[src/rtl/tdm_audio_if.sv]
// Serial TDM input pins plus the frame outputs presented to the DSP read port.
// master = serial source / frame consumer, slave = the receiver.
interface tdm_audio_if #(
    parameter int IO_WIDTH = 24,
    parameter int NUM_CH   = 8
);
    logic                tdm_bclk;
    logic                tdm_fsync;
    logic                tdm_sdata;
    logic [IO_WIDTH-1:0] audio_inputs [0:NUM_CH-1];
    logic                frame_valid;
    logic                frame_error;
    logic                locked;

    modport master (
        output tdm_bclk, tdm_fsync, tdm_sdata,
        input  audio_inputs, frame_valid, frame_error, locked
    );

    modport slave (
        input  tdm_bclk, tdm_fsync, tdm_sdata,
        output audio_inputs, frame_valid, frame_error, locked
    );
endinterface

[src/rtl/tdm_audio_receiver.sv]
// TDM audio receiver: oversamples an asynchronous bclk/fsync/sdata stream in the
// clk domain and publishes each complete frame to audio_inputs in one clk.
//
//   state   | meaning
//   HUNT    | waiting for a fresh fsync rising edge; outputs held
//   RECEIVE | counting data bits of the current frame, shifting channel shadows
module tdm_audio_receiver #(
    parameter int IO_WIDTH    = 24,
    parameter int NUM_CH      = 8,
    parameter int SLOT_WIDTH  = 32,
    parameter int SYNC_STAGES = 2
) (
    input  logic       clk,
    input  logic       reset,
    tdm_audio_if.slave bus
);
    localparam int FRAME_BITS = NUM_CH * SLOT_WIDTH;
    localparam int CW         = $clog2(FRAME_BITS);
    localparam logic [CW-1:0] LAST_CNT   = CW'(FRAME_BITS - 1);
    localparam logic [CW-1:0] COMMIT_CNT = CW'((NUM_CH - 1) * SLOT_WIDTH + IO_WIDTH - 1);
    localparam logic [CW-1:0] SLOT_W     = CW'(SLOT_WIDTH);
    localparam logic [CW-1:0] IO_W       = CW'(IO_WIDTH);

    typedef enum logic {HUNT, RECEIVE} state_t;

    state_t state_q, state_d;

    logic [SYNC_STAGES-1:0] bclk_sync, fsync_sync, sdata_sync, sync_vld;
    logic bclk_s, fsync_s, sdata_s;
    logic bclk_d, bclk_armed, tick_seen, fsync_prev;
    logic tick, frame_start;

    logic [CW-1:0]       bit_cnt;
    logic [CW-1:0]       slot_idx, slot_pos;
    logic [IO_WIDTH-1:0] shadow [0:NUM_CH-1];
    logic                commit_q;
    logic                restart, capture, err_now;

    assign bclk_s  = bclk_sync[SYNC_STAGES-1];
    assign fsync_s = fsync_sync[SYNC_STAGES-1];
    assign sdata_s = sdata_sync[SYNC_STAGES-1];

    // Ticks are gated until bclk has been seen low through a filled synchronizer,
    // so a bclk held high across reset release cannot fake a rising edge.
    assign tick        = bclk_s && !bclk_d && bclk_armed;
    assign frame_start = tick && fsync_s && !fsync_prev && tick_seen;

    always_ff @(posedge clk or posedge reset) begin
        if (reset) begin
            bclk_sync  <= '0;
            fsync_sync <= '0;
            sdata_sync <= '0;
            sync_vld   <= '0;
            bclk_d     <= 1'b0;
            bclk_armed <= 1'b0;
            tick_seen  <= 1'b0;
            fsync_prev <= 1'b0;
        end else begin
            bclk_sync  <= {bclk_sync[SYNC_STAGES-2:0], bus.tdm_bclk};
            fsync_sync <= {fsync_sync[SYNC_STAGES-2:0], bus.tdm_fsync};
            sdata_sync <= {sdata_sync[SYNC_STAGES-2:0], bus.tdm_sdata};
            sync_vld   <= {sync_vld[SYNC_STAGES-2:0], 1'b1};
            bclk_d     <= bclk_s;
            if (sync_vld[SYNC_STAGES-1] && !bclk_s)
                bclk_armed <= 1'b1;
            if (tick) begin
                tick_seen  <= 1'b1;
                fsync_prev <= fsync_s;
            end
        end
    end

    always_ff @(posedge clk or posedge reset) begin
        if (reset)
            state_q <= HUNT;
        else
            state_q <= state_d;
    end

    always_comb begin
        state_d = state_q;
        restart = 1'b0;
        capture = 1'b0;
        err_now = 1'b0;
        case (state_q)
            HUNT: begin
                if (frame_start) begin
                    state_d = RECEIVE;
                    restart = 1'b1;
                end
            end
            RECEIVE: begin
                if (frame_start) begin
                    restart = 1'b1;
                    err_now = (bit_cnt <= COMMIT_CNT);
                end else if (tick) begin
                    if (bit_cnt == LAST_CNT) begin
                        err_now = 1'b1;
                        state_d = HUNT;
                    end else begin
                        capture = 1'b1;
                    end
                end
            end
            default: state_d = HUNT;
        endcase
    end

    assign slot_idx = bit_cnt / SLOT_W;
    assign slot_pos = bit_cnt % SLOT_W;

    always_ff @(posedge clk or posedge reset) begin
        if (reset) begin
            bit_cnt         <= '0;
            commit_q        <= 1'b0;
            bus.frame_valid <= 1'b0;
            bus.frame_error <= 1'b0;
            for (int c = 0; c < NUM_CH; c++) begin
                shadow[c]           <= '0;
                bus.audio_inputs[c] <= '0;
            end
        end else begin
            commit_q        <= capture && (bit_cnt == COMMIT_CNT);
            bus.frame_valid <= commit_q;
            bus.frame_error <= err_now && !commit_q;
            // Shadows are only copied once the last sample bit has landed, so the
            // DSP never observes a frame mixing old and new channels.
            if (commit_q) begin
                for (int c = 0; c < NUM_CH; c++)
                    bus.audio_inputs[c] <= shadow[c];
            end
            if (restart) begin
                bit_cnt <= '0;
            end else if (capture) begin
                bit_cnt <= bit_cnt + CW'(1);
                for (int c = 0; c < NUM_CH; c++) begin
                    if (slot_idx == CW'(c) && slot_pos < IO_W)
                        shadow[c] <= {shadow[c][IO_WIDTH-2:0], sdata_s};
                end
            end
        end
    end

    assign bus.locked = (state_q == RECEIVE);

endmodule
[src/flat_wrapper.sv]
// flat-port wrapper written by rule: the top's interface ports become plain ports
module tdm_audio_receiver_flat 
#(
    parameter int IO_WIDTH    = 24,
    parameter int NUM_CH      = 8,
    parameter int SLOT_WIDTH  = 32,
    parameter int SYNC_STAGES = 2
)
  (clk, reset, bus_tdm_bclk, bus_tdm_fsync, bus_tdm_sdata, bus_audio_inputs, bus_frame_valid, bus_frame_error, bus_locked);
  tdm_audio_if #(.IO_WIDTH(IO_WIDTH), .NUM_CH(NUM_CH)) bus_i ();
  input  logic clk;
  input  logic reset;
  input wire logic [$bits(bus_i.tdm_bclk)-1:0] bus_tdm_bclk;
  input wire logic [$bits(bus_i.tdm_fsync)-1:0] bus_tdm_fsync;
  input wire logic [$bits(bus_i.tdm_sdata)-1:0] bus_tdm_sdata;
  output wire logic [$bits(bus_i.audio_inputs)-1:0] bus_audio_inputs;
  output wire logic [$bits(bus_i.frame_valid)-1:0] bus_frame_valid;
  output wire logic [$bits(bus_i.frame_error)-1:0] bus_frame_error;
  output wire logic [$bits(bus_i.locked)-1:0] bus_locked;
  assign bus_i.tdm_bclk = bus_tdm_bclk;
  assign bus_i.tdm_fsync = bus_tdm_fsync;
  assign bus_i.tdm_sdata = bus_tdm_sdata;
  assign bus_audio_inputs = {>>{bus_i.audio_inputs}};
  assign bus_frame_valid = bus_i.frame_valid;
  assign bus_frame_error = bus_i.frame_error;
  assign bus_locked = bus_i.locked;
  tdm_audio_receiver #(.IO_WIDTH(IO_WIDTH), .NUM_CH(NUM_CH), .SLOT_WIDTH(SLOT_WIDTH), .SYNC_STAGES(SYNC_STAGES)) u_core (.clk(clk), .reset(reset), .bus(bus_i));
endmodule
[config.mk]
export PLATFORM = sky130hd
export DESIGN_NAME = tdm_audio_receiver_flat
export DESIGN_NICKNAME = d
export VERILOG_FILES = /design/src/rtl/tdm_audio_if.sv /design/src/rtl/tdm_audio_receiver.sv /design/src/flat_wrapper.sv
export SDC_FILE = /design/constraint.sdc
export NUM_CORES = 1
export LEC_CHECK = 0
export CAP_MARGIN = 25
export CORE_MARGIN = 2
export CORE_UTILIZATION = 50
export CTS_CLUSTER_DIAMETER = 80
export DETAILED_ROUTE_END_ITERATION = 6
export PLACE_DENSITY = 0.73
export SETUP_SLACK_MARGIN = 0.2
export SYNTH_ARGS = -nofsm -noshare
export SYNTH_HDL_FRONTEND = slang
export SYNTH_SLANG_ARGS = --single-unit
[constraint.sdc]
create_clock -name clk -period 14.9 [get_ports clk]
set_input_delay 1.49 -clock clk [delete_from_list [all_inputs] [get_ports clk]]
set_output_delay 1.49 -clock clk [all_outputs]
set_load 0.005 [all_outputs]
==> results.ini <==
[setup_path]
critPathArrivalTime_ps=3980
critPathSlowestCell=buf_4
rr_worst_depth=5
slowest_delay_ps=760
r2r-start=u_core.bit_cnt[3]$_DFFE_PP0P_
worstSetupEndpointType=asynchronous set/reset pin
r2r_end=u_core.shadow[35]$_DFFE_PP0P_
crit_path_start_kind=input pin
critPathMostFrequentCell=buf_4
critPathKind=in -> async
rrSetupSlack_ps=12270
required_ps=15340
worstPathMaxFanout=111
crit_chain=clkdlybuf4s50_1 > inv_8 > buf_4 > buf_16 > buf_4

[clock_tree]
clk_latency_ps=520
cts.clk_slew.worst_paths_ps=60
cts-resized-gates=0
cts_made_buffers=42
cts_root_buf=clkbuf_16
hold_buffers=0
clk_path_buf_depth=3
tritoncts=built
h-tree-depth=2
cts.sinks=408
cts_setup_buffers=0

[flow_run]
max_cap_violations=0

[timing]
holdWs_ps=349
fmaxAchievable_ghz=0.282
tightest_slew_ps=934
setup_tns_ps=0
period_share_pct=23.8
rsz0062_at_grt=false
fin_skew_ps=9.14
post-route-min-period_ps=3540
slew_violations=0
finalSetupViolations=0
hold_viol_final=0
slew_headroom_pct=37.7

[cells_and_area]
postLayoutCellArea_mm2=0.0191
area_growth_pct=25.6
antenna_cells=0
fillers=2175
finalNetCount=1127
drive_gt1_share_pct=41.3

[floorplan]
initial_core_util_pct=51.1
dieArea_mm2=0.0318
dieHeight_um=178
die_x_um=178
io_pins=200
core_mm2=0.0298
rows=63

[grt]
first_global_vias=8291
grt_pass1_wl_mm=44.8
grt.total_usage_pct=17.5
grt_max_degree=112
grt_overflow_total=0
antenna_found_initial=1

[yosys]
ys_seq_elements=408
yosysUniqueCellTypes=43
synth.avg_cell_area_um2=16.8
async_flop_share_pct=100
yosysWarnings=0
synth-edff-count=0
synthFlopType=dfrtp_1
ys_seq_area_share_pct=67.1
syn_inst=904
synth_area_mm2=0.0152
syn-num-nets=910

[drt]
antenna_left=0
drtIter0Drc=400
vias=8043
drt-pass1-iter-count=4
routed_wl_mm=27.3
wire_per_inst_um=17.7
via_per_inst=5.23
drc=0

[power_and_ir_drop]
seq_power_share_pct=51.0
comb_power_share_pct=2.5
switching_share_pct=20.5
pwr-share-clk_pct=46.5
vdd_drop_max_mv=0.0851
switchingPower_w=0.000458
power.density_mw_per_mm2=117
internal-power_w=0.00178
p_leak_nw=9.31

[hold_path]
min-delay-start=u_core.fsync_sync[0]$_DFF_PP0_
holdPathStages=0
hold_class=reg -> reg
hold_end=u_core.fsync_sync[1]$_DFF_PP0_

[placed_design]
port_buffers=199
place.gp.congestion=0.734
hpwlAfterDp_mm=16.9
postPlaceCellArea_mm2=0.0176

[run_status]
status=finished clean

-- cell usage in the layout (no fill, tap or decap), drive strengths merged --
cell / count
dfrtp: 408
mux2: 384
clkdlybuf4s50: 199
clkbuf: 62
buf: 14
nor2: 11
nand2: 8
clkinv: 7
inv: 6
o21ai: 5
nand3: 5
nor3: 4
nand3b: 3
xor2: 2
mux2i: 2
o211ai: 2
and3: 2
xnor2: 2
nand4b: 2
nor4: 2
bufinv: 2
and3b: 2
a2111oi: 2
nand4: 1
and4b: 1
nor2b: 1
or4: 1
and2: 1
o2111ai: 1
o22ai: 1
a21oi: 1
o31ai: 1
a21o: 1
nand2b: 1
ha: 1
conb: 1
-- final cells by class --
| class | count | area (µm²) | share of cell area (%) |
|---|---|---|---|
| Clock inverter | 10 | 104 | 0.544 |
| Multi-Input combinational cell | 451 | 4810 | 25.2 |
| Clock buffer | 62 | 1290 | 6.75 |
| Timing Repair Buffer | 213 | 2170 | 11.4 |
| Sequential cell | 408 | 10200 | 53.5 |
| Inverter | 5 | 26.3 | 0.138 |
| Tap cell | 390 | 488 | 2.55 |
-- Yosys cell counts (3+ instances only) --
master | count | area share, %
dfrtp_1 | 408 | 67
mux2_2 | 384 | 28
clkbuf_1 | 19 | 0.47
buf_2 | 14 | 0.46
nor2_1 | 11 | 0.27
nand2_1 | 7 | 0.17
inv_1 | 5 | 0.12
o21ai_0 | 5 | 0.16
buf_4 | 3 | 0.15
nand3_1 | 3 | 0.099
nor3_1 | 3 | 0.099
-- metal layers --
layer / GRT usage, % / routed length (µm)
met1: 26.0 / 12900
met2: 26.2 / 12500
met3: 4.20 / 1410
met4: 4.47 / 452
met5: 0 / 13
-- power by group through the flow --
stage	Sequential (W)	Clock, W	Combinational, W
global route	0.00114	0.00112	0.0000643
CTS	0.00114	0.00107	0.0000561
floorplan	0.00116	0	0.0000430
finish	0.00114	0.00104	0.0000558
detailed placement	0.00116	0	0.0000560
global placement	0.00116	0	0.0000542
-- kinds of logic (layout without fill, tap and decap cells) --
group / count (synthesis) / in the layout / share of synthesized area, %
compound gates: 14 / 14 / 0.732
xor+xnor: 4 / 4 / 0.230
fa+ha+maj: 1 / 1 / 0.0822
buf+inv: 45 / 290 / 1.40
flops: 408 / 408 / 67.1
mux: 386 / 386 / 28.6
other cells: 1 / 1 / 0.0246
simple gates: 45 / 45 / 1.88
-- sequential cells by signal, summed over array words and instances (netlist names) --
register                 flops
u_core.fsync_sync            2
u_core.bus.audio_inputs    192
u_core.bus.frame_valid       1
u_core.bus.frame_error       1
u_core.fsync_prev            1
u_core.bit_cnt               8
u_core.bclk_sync             2
u_core.bclk_armed            1
u_core.bclk_d                1
u_core.sync_vld              2
u_core.bus.locked            1
u_core.tick_seen             1
u_core.shadow              192
u_core.commit_q              1
u_core.sdata_sync            2
-- how the worst max path moves through the flow --
stage | depth (start not counted) | from | to
finish | 5 | reset | u_core.commit_q$_DFF_PP0_
global route | 5 | reset | u_core.commit_q$_DFF_PP0_
global placement | 4 | reset | u_core.commit_q$_DFF_PP0_
floorplan | 1 | reset | u_core.bclk_armed$_DFFE_PP0P_
detailed placement | 4 | reset | u_core.commit_q$_DFF_PP0_
CTS | 4 | reset | u_core.commit_q$_DFF_PP0_
-- per-stage QoR --
| stage | std cells | total power (W) | utilization, % | worst slack [ps] |
|---|---|---|---|---|
| 2_1_floorplan | 904 | 0.00120 | - | 2060 |
| 3_3_place_gp | 1462 | 0.00122 | 59.1 | 10340 |
| 3_5_place_dp | 1464 | 0.00122 | 59.2 | 10310 |
| 4_1_cts | 1536 | 0.00227 | 63.8 | 10870 |
| 5_1_grt | 1539 | 0.00233 | 64.1 | 10970 |
| 6_report | 1539 | 0.00224 | 64.1 | 11360 |
-- worst max-delay path: cells and delay by family --
| family | cells | cell delay, ps |
|---|---|---|
| buffers and inverters | 5 | 2360 |
Note: power is estimated with default switching activity, not from simulation.
